**config.mk**
```make
export PLATFORM = sky130hd
export DESIGN_NAME = eth_udp_rx_gmii
export DESIGN_NICKNAME = d
export VERILOG_FILES = /design/src/rtl/eth_udp_pkg.sv /design/src/rtl/eth_udp_rx_gmii_crc32_d8.sv /design/src/rtl/eth_udp_rx_gmii.sv
export SDC_FILE = /design/constraint.sdc
export NUM_CORES = 1
export LEC_CHECK = 0
export BUFFER_PORTS_ARGS = -buffer_cell sky130_fd_sc_hd__clkbuf_2
export CAP_MARGIN = 15
export CORE_UTILIZATION = 60
export DETAILED_ROUTE_END_ITERATION = 12
export PLACE_DENSITY = 0.85
export SLEW_MARGIN = 10
export SYNTH_ARGS = -nofsm -noshare
export SYNTH_HDL_FRONTEND = slang
export SYNTH_HIERARCHICAL = 1
export SYNTH_SLANG_ARGS = --single-unit
```
**constraint.sdc**
```tcl
create_clock -name clk_125m -period 7.6 [get_ports clk_125m]
set_clock_uncertainty 0.15 [all_clocks]
set_input_delay 1.14 -clock clk_125m [delete_from_list [all_inputs] [get_ports clk_125m]]
set_output_delay 1.14 -clock clk_125m [all_outputs]
set_load 0.1 [all_outputs]
```
**src/rtl/eth_udp_pkg.sv**
```systemverilog
// Shared types and constants for the GMII UDP/IPv4 receive path.
// Optional build macro: UDP_RX_CRC_CHECK_EN (enables FCS checking).
package eth_udp_pkg;

    typedef enum logic [2:0] {
        IDLE,
        PREAMBLE,
        ETH_HDR,
        IP_HDR,
        UDP_HDR,
        PAYLOAD,
        TRAILER,
        DROP
    } rx_state_t;

    localparam logic [7:0]  PREAMBLE_BYTE = 8'h55;
    localparam logic [7:0]  SFD_BYTE      = 8'hD5;
    localparam logic [15:0] ETH_TYPE_IPV4 = 16'h0800;
    localparam logic [7:0]  IP_PROTO_UDP  = 8'd17;
    localparam logic [7:0]  IP_VER_IHL    = 8'h45;

    localparam int ETH_HDR_LEN = 14;
    localparam int IP_HDR_LEN  = 20;
    localparam int UDP_HDR_LEN = 8;

    // Good-frame residue in MSB-first form.
    localparam logic [31:0] CRC_RESIDUE   = 32'hC704DD7B;
    // 0x04C11DB7 bit-reversed for the LSB-first shifter.
    localparam logic [31:0] CRC_POLY_REFL = 32'hEDB88320;

    function automatic logic [31:0] bitrev32(input logic [31:0] v);
        logic [31:0] r;
        for (int i = 0; i < 32; i++) begin
            r[i] = v[31-i];
        end
        return r;
    endfunction

endpackage

```
**src/rtl/eth_udp_rx_gmii_crc32_d8.sv**
```systemverilog
// Byte-wide reflected CRC-32 engine (init all-ones).
// Built into eth_udp_rx_gmii only with UDP_RX_CRC_CHECK_EN.
module crc32_d8
    import eth_udp_pkg::*;
(
    input  logic        clk_125m,
    input  logic        udp_gmii_rst_n,
    input  logic        init,
    input  logic        en,
    input  logic [7:0]  data,
    output logic [31:0] crc
);

    logic [31:0] r;
    logic [31:0] nx;

    // Fold one byte in, LSB first.
    always_comb begin
        nx = r;
        for (int i = 0; i < 8; i++) begin
            if (nx[0] ^ data[i]) begin
                nx = (nx >> 1) ^ CRC_POLY_REFL;
            end else begin
                nx = nx >> 1;
            end
        end
    end

    // Running remainder, re-seeded at each SFD.
    always_ff @(posedge clk_125m or negedge udp_gmii_rst_n) begin
        if (!udp_gmii_rst_n) begin
            r <= '1;
        end else if (init) begin
            r <= '1;
        end else if (en) begin
            r <= nx;
        end
    end

    // Present the remainder MSB-first so it matches CRC_RESIDUE.
    assign crc = bitrev32(r);

endmodule

```
**src/rtl/eth_udp_rx_gmii.sv**
```systemverilog
// GMII UDP/IPv4 receiver: strip headers, filter, stream payload.
// Optional build macro: UDP_RX_CRC_CHECK_EN (FCS check at frame end).
module eth_udp_rx_gmii
    import eth_udp_pkg::*;
#(
    parameter int MAX_PAYLOAD = 1472
) (
    input  logic        clk_125m,
    input  logic        udp_gmii_rst_n,
    input  logic        gmii_rx_dv,
    input  logic [7:0]  gmii_rxd,
    input  logic [47:0] local_mac,
    input  logic [31:0] local_ip,
    input  logic [15:0] local_port,
    output logic        payload_valid_o,
    output logic [7:0]  payload_dat_o,
    output logic        payload_last_o,
    output logic        rx_done,
    output logic        rx_err,
    output logic [47:0] src_mac,
    output logic [31:0] src_ip,
    output logic [15:0] src_port,
    output logic [15:0] data_len
);

    localparam logic [15:0] ETH_LAST = 16'(ETH_HDR_LEN - 1);
    localparam logic [15:0] IP_LAST  = 16'(IP_HDR_LEN - 1);
    localparam logic [15:0] UDP_LAST = 16'(UDP_HDR_LEN - 1);
    localparam logic [15:0] LEN_MIN  = 16'(UDP_HDR_LEN);
    localparam logic [15:0] LEN_MAX  = 16'(MAX_PAYLOAD + UDP_HDR_LEN);

    rx_state_t   st;
    rx_state_t   nxt;
    logic [15:0] cnt;
    logic        uc_ok;
    logic        bc_ok;
    logic        uc_now;
    logic        bc_now;
    logic [2:0]  mac_idx;
    logic [7:0]  mac_byte;
    logic [7:0]  ip_byte;
    logic [7:0]  port_byte;
    logic [15:0] len_now;
    logic [47:0] sh_mac;
    logic [31:0] sh_ip;
    logic [15:0] sh_port;
    logic [15:0] sh_len;
    logic        eth_bad;
    logic        ip_bad;
    logic        udp_bad;
    logic        crc_ok;

    assign mac_idx   = 3'd5 - cnt[2:0];
    assign mac_byte  = 8'(local_mac >> {mac_idx, 3'b000});
    assign ip_byte   = 8'(local_ip >> {~cnt[1:0], 3'b000});
    assign port_byte = cnt[0] ? local_port[7:0] : local_port[15:8];
    assign len_now   = {sh_len[7:0], gmii_rxd};

    // Unicast and broadcast matches are tracked separately so a
    // mix of ff bytes and station bytes is rejected.
    assign uc_now = (cnt == 16'd0 || uc_ok) && gmii_rxd == mac_byte;
    assign bc_now = (cnt == 16'd0 || bc_ok) && gmii_rxd == 8'hff;

    assign eth_bad =
        (cnt == 16'd5 && !(uc_now || bc_now)) ||
        (cnt == 16'd12 && gmii_rxd != ETH_TYPE_IPV4[15:8]) ||
        (cnt == 16'd13 && gmii_rxd != ETH_TYPE_IPV4[7:0]);

    assign ip_bad =
        (cnt == 16'd0 && gmii_rxd != IP_VER_IHL) ||
        (cnt == 16'd9 && gmii_rxd != IP_PROTO_UDP) ||
        (cnt >= 16'd16 && gmii_rxd != ip_byte);

    assign udp_bad =
        ((cnt == 16'd2 || cnt == 16'd3) && gmii_rxd != port_byte) ||
        (cnt == 16'd5 && (len_now < LEN_MIN || len_now > LEN_MAX));

`ifdef UDP_RX_CRC_CHECK_EN
    logic        crc_init;
    logic        crc_en;
    logic [31:0] crc_val;

    assign crc_init = st == PREAMBLE && gmii_rx_dv &&
                      gmii_rxd == SFD_BYTE;
    assign crc_en   = gmii_rx_dv &&
                      st inside {ETH_HDR, IP_HDR, UDP_HDR,
                                 PAYLOAD, TRAILER};

    crc32_d8 u_crc (
        .clk_125m       (clk_125m),
        .udp_gmii_rst_n (udp_gmii_rst_n),
        .init           (crc_init),
        .en             (crc_en),
        .data           (gmii_rxd),
        .crc            (crc_val)
    );

    assign crc_ok = crc_val == CRC_RESIDUE;
`else
    assign crc_ok = 1'b1;
`endif

    // State register.
    always_ff @(posedge clk_125m or negedge udp_gmii_rst_n) begin
        if (!udp_gmii_rst_n) begin
            st <= IDLE;
        end else begin
            st <= nxt;
        end
    end

    // Next-state decode; a dv drop in any state ends the frame.
    always_comb begin
        nxt = st;
        unique case (st)
            IDLE: begin
                if (gmii_rx_dv) begin
                    nxt = (gmii_rxd == PREAMBLE_BYTE) ? PREAMBLE : DROP;
                end
            end
            PREAMBLE: begin
                if (!gmii_rx_dv)                 nxt = IDLE;
                else if (gmii_rxd == SFD_BYTE)   nxt = ETH_HDR;
                else if (gmii_rxd != PREAMBLE_BYTE) nxt = DROP;
            end
            ETH_HDR: begin
                if (!gmii_rx_dv)          nxt = IDLE;
                else if (eth_bad)         nxt = DROP;
                else if (cnt == ETH_LAST) nxt = IP_HDR;
            end
            IP_HDR: begin
                if (!gmii_rx_dv)         nxt = IDLE;
                else if (ip_bad)         nxt = DROP;
                else if (cnt == IP_LAST) nxt = UDP_HDR;
            end
            UDP_HDR: begin
                if (!gmii_rx_dv)      nxt = IDLE;
                else if (udp_bad)     nxt = DROP;
                else if (cnt == UDP_LAST) begin
                    nxt = (sh_len == LEN_MIN) ? TRAILER : PAYLOAD;
                end
            end
            PAYLOAD: begin
                if (!gmii_rx_dv) nxt = IDLE;
                else if (cnt == data_len - 16'd1) nxt = TRAILER;
            end
            TRAILER: begin
                if (!gmii_rx_dv) nxt = IDLE;
            end
            DROP: begin
                if (!gmii_rx_dv) nxt = IDLE;
            end
            default: nxt = IDLE;
        endcase
    end

    // Byte counter, header shadows, metadata commit and outputs.
    always_ff @(posedge clk_125m or negedge udp_gmii_rst_n) begin
        if (!udp_gmii_rst_n) begin
            cnt             <= '0;
            uc_ok           <= 1'b0;
            bc_ok           <= 1'b0;
            sh_mac          <= '0;
            sh_ip           <= '0;
            sh_port         <= '0;
            sh_len          <= '0;
            payload_valid_o <= 1'b0;
            payload_dat_o   <= '0;
            payload_last_o  <= 1'b0;
            rx_done         <= 1'b0;
            rx_err          <= 1'b0;
            src_mac         <= '0;
            src_ip          <= '0;
            src_port        <= '0;
            data_len        <= '0;
        end else begin
            cnt             <= (nxt != st) ? '0 : cnt + 16'd1;
            payload_valid_o <= 1'b0;
            payload_last_o  <= 1'b0;
            rx_done         <= 1'b0;
            rx_err          <= 1'b0;
            unique case (st)
                ETH_HDR: begin
                    if (gmii_rx_dv && cnt <= 16'd5) begin
                        uc_ok <= uc_now;
                        bc_ok <= bc_now;
                    end
                    if (gmii_rx_dv && cnt >= 16'd6 && cnt <= 16'd11) begin
                        sh_mac <= {sh_mac[39:0], gmii_rxd};
                    end
                end
                IP_HDR: begin
                    if (gmii_rx_dv && cnt >= 16'd12 && cnt <= 16'd15) begin
                        sh_ip <= {sh_ip[23:0], gmii_rxd};
                    end
                end
                UDP_HDR: begin
                    if (gmii_rx_dv && cnt <= 16'd1) begin
                        sh_port <= {sh_port[7:0], gmii_rxd};
                    end
                    if (gmii_rx_dv && (cnt == 16'd4 || cnt == 16'd5)) begin
                        sh_len <= len_now;
                    end
                    if (gmii_rx_dv && cnt == UDP_LAST) begin
                        src_mac  <= sh_mac;
                        src_ip   <= sh_ip;
                        src_port <= sh_port;
                        data_len <= sh_len - LEN_MIN;
                    end
                end
                PAYLOAD: begin
                    if (gmii_rx_dv) begin
                        payload_valid_o <= 1'b1;
                        payload_dat_o   <= gmii_rxd;
                        payload_last_o  <= cnt == data_len - 16'd1;
                    end else begin
                        rx_err <= 1'b1;
                    end
                end
                TRAILER: begin
                    if (!gmii_rx_dv) begin
                        rx_done <= crc_ok;
                        rx_err  <= !crc_ok;
                    end
                end
                default: ;
            endcase
        end
    end

endmodule

```
==> results.toml <==
[synthesis]
synth_commonest_cells = "dfrtp_1 (257), mux2_2 (210), nand2_1 (55)"
synthAdderAreaFrac_pct = 0.926
async_reset_ff_share_pct = 100
synthSimpleGateAreaFrac_pct = 9.74
yosysMostFrequentCell = "dfrtp_1"
synth_compound_area_share_pct = 4.62
synthFlopType = "dfrtp_1"
synth_seq_cells = 257
syn_inst = 972
yosys.area.top_type_share_pct = 52.9
synthDistinctLibCells = 62
netlist_area_um2 = 12200
syn_area_per_cell_um2 = 12.5
ys_warn_count = 6
yosysTopAreaCell = "dfrtp_1"
ys_seq_area_share_pct = 52.9
syn_nets = 1088
synth_top_family_by_area = "multiplexers"
synth_xor_area_share_pct = 5.69
muxShareOfSynthArea_pct = 23.5
synthTopCellsByArea = "dfrtp_1 (53%), mux2_2 (19%), xnor2_1 (3.9%)"
synth-edff-count = 0

[worst_hold_path]
hold_depth = 2
hp-class = "flip-flop to flip-flop"

[place]
port_buffers = 230
dp_hpwl_um = 19600
gp_congestion = 0.893

[global_route]
top_usage_layer = "met2"
grt_overflow = 0
gr-usage-met1_pct = 38.0
grt_pass1_wl_um = 45500
use_met3_pct = 5.86
grt_use_met2_pct = 45.8
grt_pass1_vias = 8553
antenna_found_initial = 0
grt_max_degree = 195
grt.total_usage_pct = 28.3

[floorplanning]
start_util_pct = 61.9
core_area_um2 = 19700
die_h_um = 144
rows = 51
dieArea_um2 = 20800
dieWidth_um = 144
ios = 231

[clock_tree]
cts_inserted_buffers = 26
cts_setup_buffers = 0
cts_sinks = 257
clkLatencyLatePin_ns = 0.53
root_buffer = "clkbuf_16"
cts_buffer_depth = 3
cts_hold_buffers = 0
cts_tree = "built"
post_cts_resized = 0
htree_levels = 1
path_clk_slew_ns = 0.06

[sta]
whs_ns = 0.330
slew_headroom_pct = 29.7
fin_crit_ns = 4.09
tightest_slew_ns = 1.05
grt_setup_unrepaired = "no"
fmax_mhz = 245
setup_viol = 0
fin_crit_sh_pct = 53.8
hold_viol = 0
fin_tns_setup_ns = 0
slew_violations = 0

[worst_setup_path]
critPathMaxStageDelay_ns = 0.53
crit_fanout = 40
critical-path-slowest-cell = "ha_1"
crit_arrival_ns = 4.37
cp.depth = 11
crit_top_cell = "o21ai_0"
critical-path-top-delay-family = "compound AO/OA/AOI/OAI gates"
critPathBufInv = 2
critPathRequiredTime_ns = 7.88
critPathKind = "flip-flop to flip-flop"
r2r_cells = 11
endpoint_kind = "flip-flop"
startpoint_type = "flip-flop"
crit_chain = "buf_4 > inv_1 > ha_1 > mux2i_1 > o21ai_0 > o21ai_0 > xnor2_1 > or4_4 > a222oi_1 > o211ai_2 > nor3b_1"

[detailed_routing]
vias_per_cell = 5.83
drc_errors = 0
routed_wirelength_um = 28700
drt_iter0_markers = 498
wire_per_inst_um = 19.6
ant_nets = 0
via_count = 8510
first_pass_iters = 5

[finish]
syn2layout_area_growth_pct = 18.0
layout-drive-gt1-share_pct = 43.1
n_antenna_cell = 0
layout.nets = 1291

[power_and_ir_drop]
cellPowerDensity_nw_per_um2 = 233
finalPower_mw = 3.34
vdd_drop_max_mv = 0.237
p_leak_nw = 7.28

[status]
status = "finished, final reports clean"

[run]
cap_viol_max_count = 0
## logic make-up after synthesis
logic type,after synthesis
XOR/XNOR,79
flip-flops,257
buffers and inverters,72
AO/OA/AOI/OAI,85
adder cells (fa/ha/maj),9
multiplexers,248
AND/OR/NAND/NOR,222
## state kept, by name (all words and copies together) (netlist names), 3 cells and up
register and flops:
payload_dat_o 8, cnt 16, data_len 16, src_mac 48
src_ip 32, sh_len 16, sh_mac 48, src_port 16
sh_ip 32, st 3, sh_port 16
## final timing paths
check / to / startpoint / slack (ns)
hold / removal: payload_dat_o[6] / payload_dat_o[6] / 0.33
hold reg to reg: payload_dat_o[6] / payload_dat_o[6] / 0.33
min in group asynchronous: src_port[5] / udp_gmii_rst_n / 0.39
max in group asynchronous: rx_done / udp_gmii_rst_n / 5.51
setup / recovery: cnt[1] / cnt[1] / 3.51
setup reg to reg: cnt[1] / cnt[1] / 3.51
## metal layers
| metal | share of wire, % | vias up |
|---|---|---|
| met2 | 48 | 304 |
| met5 | 0 | - |
| met3 | 6.4 | 70 |
| met1 | 43 | 4250 |
| li1 | - | 3886 |
| met4 | 3.0 | 0 |
## tightest hold or removal path, delay by kind of cell (launching register included)
family	cells	cell delay, ns
DFF	1	0.34
and+or+nand+nor	2	0.11
## final cells by class
type                    instances  area [µm²]
flip-flops and latches        257        6430
inverters                      12        45.0
repair buffers                235        1210
clock buffers                  35         744
clock inverters                12         151
fillers                      1389        5300
multi-input cells             643        5440
well taps                     265         332
## cell usage in the layout (no fill, tap or decap), types with 5 or more instances in the layout
cell type	n
nor3_1	18
inv_1	11
clkbuf_8	6
a31oi_1	5
mux4_2	9
o21ai_0	33
nor3b_1	5
nor2_1	47
xnor2_1	54
dfrtp_1	256
nand4_1	15
xor2_1	25
nand3_1	13
clkinv_2	6
mux2i_1	28
or3_1	10
mux2_2	210
ha_1	9
clkbuf_2	229
clkbuf_16	26
a21oi_1	15
and3_1	10
nor4_1	14
nand2_1	55
## stage by stage
stage               area, µm²  setup WS [ns]  utilization, %  instances
finish                  14400           3.51            73.0       1459
global route            14400           3.06            73.0       1459
CTS                     14400           3.47            73.0       1459
detailed placement      13500           3.42            68.5       1412
global placement        13500           3.51            68.5       1412
floorplan               12200           3.99               -        972
## report_power, final
| part | total [mW] | switching, mW | internal, mW |
|---|---|---|---|
| clock | 1.32 | 0.529 | 0.789 |
| combinational | 0.517 | 0.339 | 0.179 |
| sequential | 1.51 | 0.0696 | 1.44 |
| total | 3.34 | 0.938 | 2.41 |
(Power assumes the default switching activity.)
